[src/rtl/pipeline_ctrl_pkg.sv]
// Shared types and constants for the pipeline hazard controller.
// Holds the controller state encoding and the hard-wired zero register index.
package pipeline_ctrl_pkg;

    typedef enum logic [1:0] {
        RUN      = 2'd0,
        MEM_WAIT = 2'd1,
        MEM_ERR  = 2'd2
    } state_e;

    localparam int unsigned REG_ZERO = 0;

endpackage

[src/rtl/pipeline_hazard_controller_hazard_detect.sv]
// Load-use hazard comparator: flags an ID source that depends on a load in EX.
// Purely combinational; writes to the zero register never create a dependency.
import pipeline_ctrl_pkg::*;

module hazard_detect #(
    parameter int unsigned REG_ADDR_BITS = 5
) (
    input  logic [REG_ADDR_BITS-1:0] id_rs1,
    input  logic [REG_ADDR_BITS-1:0] id_rs2,
    input  logic                     id_uses_rs1,
    input  logic                     id_uses_rs2,
    input  logic                     ex_mem_read,
    input  logic [REG_ADDR_BITS-1:0] ex_rd,
    output logic                     load_use
);

    logic rd_nonzero;
    logic rs1_hit;
    logic rs2_hit;

    always_comb begin
        rd_nonzero = (ex_rd != REG_ADDR_BITS'(REG_ZERO));
        rs1_hit    = id_uses_rs1 && (id_rs1 == ex_rd);
        rs2_hit    = id_uses_rs2 && (id_rs2 == ex_rd);
        load_use   = ex_mem_read && rd_nonzero && (rs1_hit || rs2_hit);
    end

endmodule

[src/rtl/pipeline_hazard_controller.sv]
// Pipeline hazard controller: memory-stall FSM with timeout, branch flush and load-use stall.
// Optional performance counters (stall_cycles, flush_count) when PIPE_PERF_CNT_EN is defined.
import pipeline_ctrl_pkg::*;

module pipeline_hazard_controller #(
    parameter int unsigned REG_ADDR_BITS = 5,
    parameter int unsigned MEM_TIMEOUT   = 16,
    parameter int unsigned CNT_BITS      = 32
) (
    input  logic                     clk,
    input  logic                     rst,
    input  logic [REG_ADDR_BITS-1:0] id_rs1,
    input  logic [REG_ADDR_BITS-1:0] id_rs2,
    input  logic                     id_uses_rs1,
    input  logic                     id_uses_rs2,
    input  logic                     ex_mem_read,
    input  logic [REG_ADDR_BITS-1:0] ex_rd,
    input  logic                     branch_taken_ex,
    input  logic                     dmem_req,
    input  logic                     dmem_ready,
    output logic                     pc_write_en,
    output logic                     if_id_write_en,
    output logic                     if_id_clear_pipeline,
    output logic                     id_ex_clear_pipeline,
    output logic                     ex_mem_clear_pipeline,
    output logic                     mem_wb_clear_pipeline,
    output logic                     mem_error
`ifdef PIPE_PERF_CNT_EN
    ,
    output logic [CNT_BITS-1:0]      stall_cycles,
    output logic [CNT_BITS-1:0]      flush_count
`endif
);

    localparam int unsigned TMO_BITS = $clog2(MEM_TIMEOUT + 1);

    state_e              state_q, state_d;
    logic [TMO_BITS-1:0] tmo_q, tmo_d;
    logic                mem_error_q, mem_error_d;
    logic                load_use;
    logic                flush_evt;

    hazard_detect #(
        .REG_ADDR_BITS (REG_ADDR_BITS)
    ) u_hazard_detect (
        .id_rs1      (id_rs1),
        .id_rs2      (id_rs2),
        .id_uses_rs1 (id_uses_rs1),
        .id_uses_rs2 (id_uses_rs2),
        .ex_mem_read (ex_mem_read),
        .ex_rd       (ex_rd),
        .load_use    (load_use)
    );

    always_comb begin
        state_d               = state_q;
        tmo_d                 = tmo_q;
        flush_evt             = 1'b0;
        pc_write_en           = 1'b1;
        if_id_write_en        = 1'b1;
        if_id_clear_pipeline  = 1'b0;
        id_ex_clear_pipeline  = 1'b0;
        ex_mem_clear_pipeline = 1'b0;
        mem_wb_clear_pipeline = 1'b0;

        unique case (state_q)
            RUN: begin
                if (dmem_req && !dmem_ready) begin
                    pc_write_en           = 1'b0;
                    if_id_write_en        = 1'b0;
                    if_id_clear_pipeline  = 1'b1;
                    id_ex_clear_pipeline  = 1'b1;
                    ex_mem_clear_pipeline = 1'b1;
                    mem_wb_clear_pipeline = 1'b1;
                    state_d               = MEM_WAIT;
                    tmo_d                 = TMO_BITS'(1);
                end else if (branch_taken_ex) begin
                    if_id_clear_pipeline = 1'b1;
                    id_ex_clear_pipeline = 1'b1;
                    flush_evt            = 1'b1;
                end else if (load_use) begin
                    pc_write_en          = 1'b0;
                    if_id_write_en       = 1'b0;
                    id_ex_clear_pipeline = 1'b1;
                end
            end
            MEM_WAIT: begin
                // A resolved branch stays parked in EX until the memory access completes.
                pc_write_en           = 1'b0;
                if_id_write_en        = 1'b0;
                if_id_clear_pipeline  = 1'b1;
                id_ex_clear_pipeline  = 1'b1;
                ex_mem_clear_pipeline = 1'b1;
                mem_wb_clear_pipeline = 1'b1;
                if (dmem_ready) begin
                    state_d = RUN;
                    tmo_d   = '0;
                end else if (tmo_q == TMO_BITS'(MEM_TIMEOUT)) begin
                    state_d = MEM_ERR;
                    tmo_d   = '0;
                end else begin
                    tmo_d = tmo_q + TMO_BITS'(1);
                end
            end
            MEM_ERR: begin
                pc_write_en           = 1'b0;
                if_id_write_en        = 1'b0;
                if_id_clear_pipeline  = 1'b1;
                id_ex_clear_pipeline  = 1'b1;
                ex_mem_clear_pipeline = 1'b1;
                mem_wb_clear_pipeline = 1'b1;
                state_d               = RUN;
            end
            default: begin
                state_d = RUN;
                tmo_d   = '0;
            end
        endcase

        if (rst) begin
            pc_write_en           = 1'b0;
            if_id_write_en        = 1'b0;
            if_id_clear_pipeline  = 1'b1;
            id_ex_clear_pipeline  = 1'b1;
            ex_mem_clear_pipeline = 1'b1;
            mem_wb_clear_pipeline = 1'b1;
        end

        mem_error_d = mem_error_q || (state_d == MEM_ERR);
        mem_error   = mem_error_q;
    end

    always_ff @(posedge clk or posedge rst) begin
        if (rst) begin
            state_q     <= RUN;
            tmo_q       <= '0;
            mem_error_q <= 1'b0;
        end else begin
            state_q     <= state_d;
            tmo_q       <= tmo_d;
            mem_error_q <= mem_error_d;
        end
    end

`ifdef PIPE_PERF_CNT_EN
    logic [CNT_BITS-1:0] stall_q, stall_d;
    logic [CNT_BITS-1:0] flush_q, flush_d;

    always_comb begin
        stall_d      = pc_write_en ? stall_q : stall_q + CNT_BITS'(1);
        flush_d      = flush_evt ? flush_q + CNT_BITS'(1) : flush_q;
        stall_cycles = stall_q;
        flush_count  = flush_q;
    end

    always_ff @(posedge clk or posedge rst) begin
        if (rst) begin
            stall_q <= '0;
            flush_q <= '0;
        end else begin
            stall_q <= stall_d;
            flush_q <= flush_d;
        end
    end
`endif

endmodule

[config.mk]
export PLATFORM = sky130hd
export DESIGN_NAME = pipeline_hazard_controller
export DESIGN_NICKNAME = d
export VERILOG_FILES = /design/src/rtl/pipeline_ctrl_pkg.sv /design/src/rtl/pipeline_hazard_controller_hazard_detect.sv /design/src/rtl/pipeline_hazard_controller.sv
export SDC_FILE = /design/constraint.sdc
export NUM_CORES = 1
export LEC_CHECK = 0
export CELL_PAD_IN_SITES_DETAIL_PLACEMENT = 0
export CELL_PAD_IN_SITES_GLOBAL_PLACEMENT = 2
export CORE_UTILIZATION = 22
export CTS_CLUSTER_SIZE = 14
export DETAILED_ROUTE_END_ITERATION = 10
export PLACE_DENSITY_LB_ADDON = 0.1
export SLEW_MARGIN = 40
export SYNTH_ARGS = -nofsm -noshare
export SYNTH_HDL_FRONTEND = slang
export SYNTH_SLANG_ARGS = --single-unit
[constraint.sdc]
create_clock -name clk -period 3 [get_ports clk]
set_input_delay 0.9 -clock clk [delete_from_list [all_inputs] [get_ports clk]]
set_output_delay 0.9 -clock clk [all_outputs]
set_load 0.02 [all_outputs]
==> results by group, run 1 <==
Worst setup path
  – Crit path DAT: approximately 2.1 ns
  – Worst setup path category: in2out
  – Worst path most repeated cell: buf_6
  – CP max stage delay: between 0.5 and 0.6 ns
  – WP data required: approximately 2.1 ns
  – Crit path capture type: primary output
  – Maximum fanout along the worst path: 2
  – Worst Reg-to-Reg Cells: 6
  – Worst Setup Start Kind: input pin
  – Critical Path, Cell by Cell: buf_6 -> or4_4 -> o21ai_4 -> nor3b_2 -> a211o_1 -> buf_6
  – Crit path max-delay cell type: or4_4

Timing
  – Fmax: 330 MHz
  – Setup WS post-layout: -0.0306 ns
  – RSZ-0062 raised after global routing: yes
  – Final Cycle Share: 101%
  – Final setup vio count: 1
  – Worst slew margin: a little under 80%
  – Clock skew: ~0.0016 ns
  – Final Hold Viols: 0
  – Slew @ Worst Pin: 0.308 ns
  – Tmin final: 3.03 ns
  – Slew Limit Fails: 0

Synthesis
  – Post-Syn Area: 698 um^2
  – Warnings from Yosys: 0
  – Sequential share of the synthesized area: 28.7%
  – Seq cells post-synth: 8
  – Gate Count Post-Synth: 84
  – Synth Flop Type: dfrtp_1
  – Syn_nets: 113
  – Avg Cell Area, Syn: a little over 8 um^2
  – Netlist cell types: 27
  – EDFF count, synth: 0
  – Post-synth ARST share: 100%

Clocking
  – Clk sinks: 8
  – H-tree levels: 1
  – Post-CTS Setup Repair Bufs: 0
  – Cts hold-fix bufs: 0
  – Clock latency on the worst-skew pair: between 0.2 and 0.3 ns
  – Clk pin slew, worst setup/hold paths: around 0.050 ns
  – Total clock buffers created by CTS: 3
  – Root buf cell: clkbuf_4
  – CTS max path bufs: 2
  – CTS tree: built

Hold path
  – Hold WC Path Type: reg2reg
  – Hold path depth: 1

Power
  – Switching pwr: 224 uW
  – Pwr dens: ~470 nW/um^2
  – Sw frac: roughly two fifths
  – Sequential Power Share: approximately 28%
  – VDD IR max: 224 uV
  – Combinational fraction of design power: just under 60%
  – Leakage: between 0.5 and 0.6 nW
  – Internal power: about 320 uW
  – Clock network power share: 14.4%
  – Total Power: about 550 uW

Final layout
  – Multi-input gate area: about 510 um^2
  – Fin nets: roughly 150
  – Post-Route Utilization: approximately two fifths
  – FILL cells: between 300 and 400
  – Synth-to-Final Area Change: 65.9%
  – Ant diodes: 0
  – Layout cells sized above 1: between 20 and 30%
  – Register Area: about 200 um^2
  – Fin area: approximately 1200 um^2

Drt
  – DR pass1 iterations: 4
  – Final ANT Viol Nets: 0
  – Initial DRC Count: 11
  – Vias/cell: 4.35
  – WL/cell: about 11 um
  – Final WL: between 1.5 and 2 mm
  – Drt drc: 0
  – Vias: 727

Place
  – PortBufs: 29
  – Placement Cell Area: ~1100 um^2
  – Final HPWL from detailed placement: between 1.5 and 2 mm
  – Gpl congestion: about 0.72

Global route
  – Initial antenna violation count: 0
  – Vias in the first global route: 720
  – Largest net degree at the start of global routing: 9
  – Global route total overflow: 0
  – GR Util All Layers: about 11%
  – Global-route wire length before repair: 2.95 mm

Outcome
  – Failing checks: setup timing
  – Status: complete, but fails checks

Floorplanning
  – Die Area: 3400 um^2
  – Cell row count: 20
  – Core Region: 3030 um^2
  – # IOs: 30
  – Starting Density: between 20% and 30%
  – Die W: ~58 um
  – Die Height: 58.3 um

Run
  – Max cap viols: 0
## registers in the layout, indices dropped and copies added (netlist names)
register,count
mem_error,1
state_q,2
tmo_q,5
## Yosys cell counts, types with 2 or more instances
| library cell | number | area share, % |
|---|---|---|
| a21oi_1 | 5 | 3.6 |
| buf_4 | 2 | 2.1 |
| dfrtp_1 | 8 | 29 |
| ha_1 | 6 | 11 |
| inv_1 | 6 | 3.2 |
| nand2_1 | 7 | 3.8 |
| nand2b_1 | 2 | 1.8 |
| nand3_1 | 4 | 2.9 |
| nand4_1 | 2 | 1.8 |
| nor2_1 | 3 | 1.6 |
| nor3_1 | 2 | 1.4 |
| nor3b_1 | 3 | 3.2 |
| o21ai_0 | 10 | 7.2 |
| o31ai_1 | 2 | 2.1 |
| xnor2_1 | 10 | 13 |
## layer usage
| layer | vias up | track usage [%] | share of wire (%) |
|---|---|---|---|
| li1 | 377 | - | - |
| met4 | 0 | 5.10 | 0 |
| met2 | 28 | 18.9 | 48 |
| met3 | 0 | 2.42 | 7.7 |
| met1 | 322 | 13.7 | 44 |
| met5 | - | 0 | 0 |
## power by group through the flow
stage | clock (mW) | combinational (mW) | sequential [mW]
2_1_floorplan | 0 | 0.195 | 0.147
3_3_place_gp | 0 | 0.319 | 0.153
3_5_place_dp | 0 | 0.315 | 0.152
4_1_cts | 0.0835 | 0.314 | 0.150
5_1_grt | 0.0864 | 0.356 | 0.154
6_report | 0.0791 | 0.317 | 0.151
## worst paths after layout
kind                            start              endpoint  slack, ns
max                          ex_rd[4]  id_ex_clear_pipeline      -0.03
min                          tmo_q[4]              tmo_q[4]       0.48
max reg2reg                state_q[0]              tmo_q[4]       1.26
min reg2reg                  tmo_q[4]              tmo_q[4]       0.48
max in group asynchronous         rst              tmo_q[3]       1.87
min in group asynchronous         rst            state_q[0]       1.00
## placed cells by master (no fill, tap or decap), drive strengths merged
cell type and instances:
nor2b 1, and4bb 1, a21o 1, nand2 7, or4 1, clkdlybuf4s15 4
clkbuf 3, xnor2 10, buf 17, ha 6, or2 1, dfrtp 8
a31o 1, nand4b 1, o31ai 2, inv 6, nor3 2, nand4 2
nand2b 2, nor2 3, nor3b 3, o211ai 1, a21oi 5, dlygate4sd2 11
clkdlybuf4s50 7, a211o 1, o22ai 1, nand3 4, o21ai 11
## through the flow
stage | instances | TNS (ns) | hold WS [ns] | worst slack [ns]
3_5_place_dp | 164 | -3.87 | 0.473 | -0.791
6_report | 167 | -0.0306 | 0.479 | -0.0306
3_3_place_gp | 164 | -3.84 | 0.456 | -0.794
5_1_grt | 167 | -0.138 | 0.496 | -0.0603
2_1_floorplan | 84 | 0 | 0.437 | 0.00164
4_1_cts | 167 | -0.0600 | 0.482 | -0.0600
## area by class of cell
| class | instances | area share (%) |
|---|---|---|
| flip-flops and latches | 8 | 17.3 |
| multi-input cells | 67 | 43.6 |
| well taps | 44 | 4.75 |
| repair buffers | 39 | 30.5 |
| inverters | 6 | 1.94 |
| clock buffers | 3 | 1.94 |
## what timing repair did
action	in CTS	in global routing
pin swaps	13	5
resized for setup	64	6
setup endpoints to repair	6	3
## worst max-delay path: cells and delay by family
kind	cells	cell delay, ns
AO/OA/AOI/OAI	2	0.41
buffers and inverters	2	0.22
AND/OR/NAND/NOR	2	0.59
## cells by family after synthesis
group / count (synthesis) / synth area share, %
and+or+nand+nor: 28 / 22.4
adders and majority gates: 6 / 10.8
DFF: 8 / 28.7
AOI/OAI and AO/OA: 23 / 19.7
xor gates and xnor gates: 10 / 12.5
buffers and inverters: 9 / 5.91
Note: power is estimated with default switching activity, not from simulation.
==> inputs of run 2 (changes only) <==
- CORE_UTILIZATION: 22 -> 20
- clock period: 3 -> 2.5 ns (I/O delays scaled with it)
==> run 2 against run 1 <==
Effect of this change:
- global-route usage up 0.71 points
- sequential share of layout area is 0.73 points lower
- combinational power up 38%
- cell area increased by 4.4%
- the flow still finishes with violations (setup timing)
- final cell count is 5.4% higher
- non-clock buffer count up 7
- via count increased by 2.9%
- wire length is 14% higher
- critical endpoint unchanged
- die area is 9.7% higher
- count of clock-buffer cells in the layout stayed put
- critical path depth unchanged
==> results by group, run 2 (synthesis results as in run 1) <==
Outcome
  – Status: complete, but fails checks
  – Failing checks: setup timing

Floorplanning
  – # IOs: 30
  – Die W: slightly above 60 um
  – Starting Density: about a fifth
  – Die Height: slightly above 60 um
  – Core Region: ~3300 um^2
  – Cell row count: 21
  – Die Area: between 3000 and 4000 um^2

Final layout
  – FILL cells: around 370
  – Post-Route Utilization: 36.3%
  – Layout Cells excl Fill: around 180
  – Commonest non-fill, non-tap cell in the layout: buf_4
  – Fin nets: roughly 160
  – Fin area: between 1000 and 1500 um^2
  – Register Area: 200 um^2
  – Multi-input gate area: 508 um^2
  – Ant diodes: 0
  – Max reg flops: 5
  – Most flops, register: tmo_q
  – Most frequent cells in the layout: buf_4 (19), xnor2_1 (10), o21ai_0 (8), dfrtp_1 (8)
  – Layout cells sized above 1: 32.3%
  – Synth-to-Final Area Change: 73.3%

Drt
  – Initial DRC Count: 28
  – DR pass1 iterations: 2
  – Drt drc: 0
  – Vias: between 700 and 800
  – Final ANT Viol Nets: 0
  – WL/cell: approximately 11 um
  – Final WL: slightly above 2 mm
  – Vias/cell: about 4.3

Timing
  – Fmax: between 300 and 400 MHz
  – Worst slew margin: 78.0%
  – Tmin final: approximately 2.8 ns
  – RSZ-0062 raised after global routing: yes
  – Slew @ Worst Pin: ~0.33 ns
  – Setup WS post-layout: -0.250 ns
  – Final setup vio count: 3
  – Final Hold Viols: 0
  – Clock skew: about 0.016 ns
  – Slew Limit Fails: 0
  – Final Cycle Share: 110%

Global route
  – Global-route wire length before repair: between 3 and 4 mm
  – Initial antenna violation count: 0
  – GR Util All Layers: a little under an eighth
  – Vias in the first global route: ~740
  – Largest net degree at the start of global routing: 6
  – Global route total overflow: 0

Place
  – Gpl congestion: around 0.7
  – Placement Cell Area: between 1000 and 1500 um^2
  – PortBufs: 29
  – Place WS: -0.986 ns
  – Final HPWL from detailed placement: 1.74 mm
  – Dpl cells: roughly 170

Worst setup path
  – Worst Setup Start Kind: input pin
  – Worst setup path category: in2out
  – Crit path capture type: primary output
  – WP data required: 1.75 ns
  – Crit path DAT: approximately 2.0 ns
  – Maximum fanout along the worst path: 2

Power
  – Pwr dens: between 500 and 600 nW/um^2
  – VDD IR max: 149 uV
  – Leakage: between 0.5 and 0.6 nW

Clocking
  – Root buf cell: clkbuf_4
  – H-tree levels: 1
  – Clk sinks: 8
  – Cts hold-fix bufs: 0
  – Clk pin slew, worst setup/hold paths: around 0.050 ns
  – CTS tree: built
  – Clock latency on the worst-skew pair: approximately 0.26 ns
  – CTS max path bufs: 2
  – Total clock buffers created by CTS: 3

Hold path
  – Hold WC Path Type: reg2reg

Run
  – Max cap viols: 0
-- run 2: changes by cell type in the layout (fill, tap and decap cells not counted), moves of 2 or more --
cell             previous run  this run
buf_2                       1         5
buf_4                      11        19
buf_6                       5         3
clkdlybuf4s15_2             2         0
dlygate4sd2_1              11         4
dlymetal6s2s_1              0         7
xnor2_1                     8        10
xnor2_2                     2         0
-- run 2: routing by layer --
metal	up-vias	routed length [um]	GRT usage [%]
li1	390	-	-
met1	338	880	13.3
met2	20	1050	21.3
met3	0	81	4.62
met4	0	0	2.92
met5	-	0	0
-- run 2: final timing paths --
kind | start | endpoint | slack, ns | depth (start not counted)
setup / recovery | ex_rd[3] | id_ex_clear_pipeline | -0.25 | 6
hold / removal | mem_error | mem_error | 0.46 | 1
setup reg to reg | state_q[0] | tmo_q[3] | 0.76 | 7
hold reg to reg | mem_error | mem_error | 0.46 | 1
max in group asynchronous | rst | tmo_q[3] | 1.47 | 3
min in group asynchronous | rst | tmo_q[1] | 0.90 | 3
-- run 2: area by class of cell --
class	count	area share (%)
Multi-Input combinational cell	67	42.0
Timing Repair Buffer	46	33.0
Sequential cell	8	16.5
Tap cell	46	4.76
Clock buffer	3	1.86
Inverter	6	1.86
-- run 2: stage by stage --
stage	setup TNS, ns	hold slack, ns	power, mW
after floorplan	-0.213	0.437	0.411
after global placement	-4.80	0.457	0.610
after detailed placement	-4.88	0.460	0.609
after CTS	-1.03	0.471	0.701
after global routing	-0.825	0.492	0.767
final	-0.721	0.464	0.711
-- run 2: what timing repair did --
item | 4_1_cts | 5_1_grt
resized for setup | 56 | 17
endpoints found under the hold margin | 0 | 0
setup buffers | 1 | 0
endpoints found under the setup margin | 6 | 4
pin swaps | 8 | 12
-- run 2: worst max-delay path, stage by stage --
cell and delay [ns]:
buf_6 0.09, or4_4 0.53, o21ai_4 0.15, nor3b_2 0.06, a211o_1 0.27, buf_6 0.13
-- run 2: where the power goes --
part	total, mW	internal (mW)	switching [mW]
Combinational	0.436	0.209	0.228
Sequential	0.173	0.154	0.0187
Clock	0.101	0.0551	0.0464
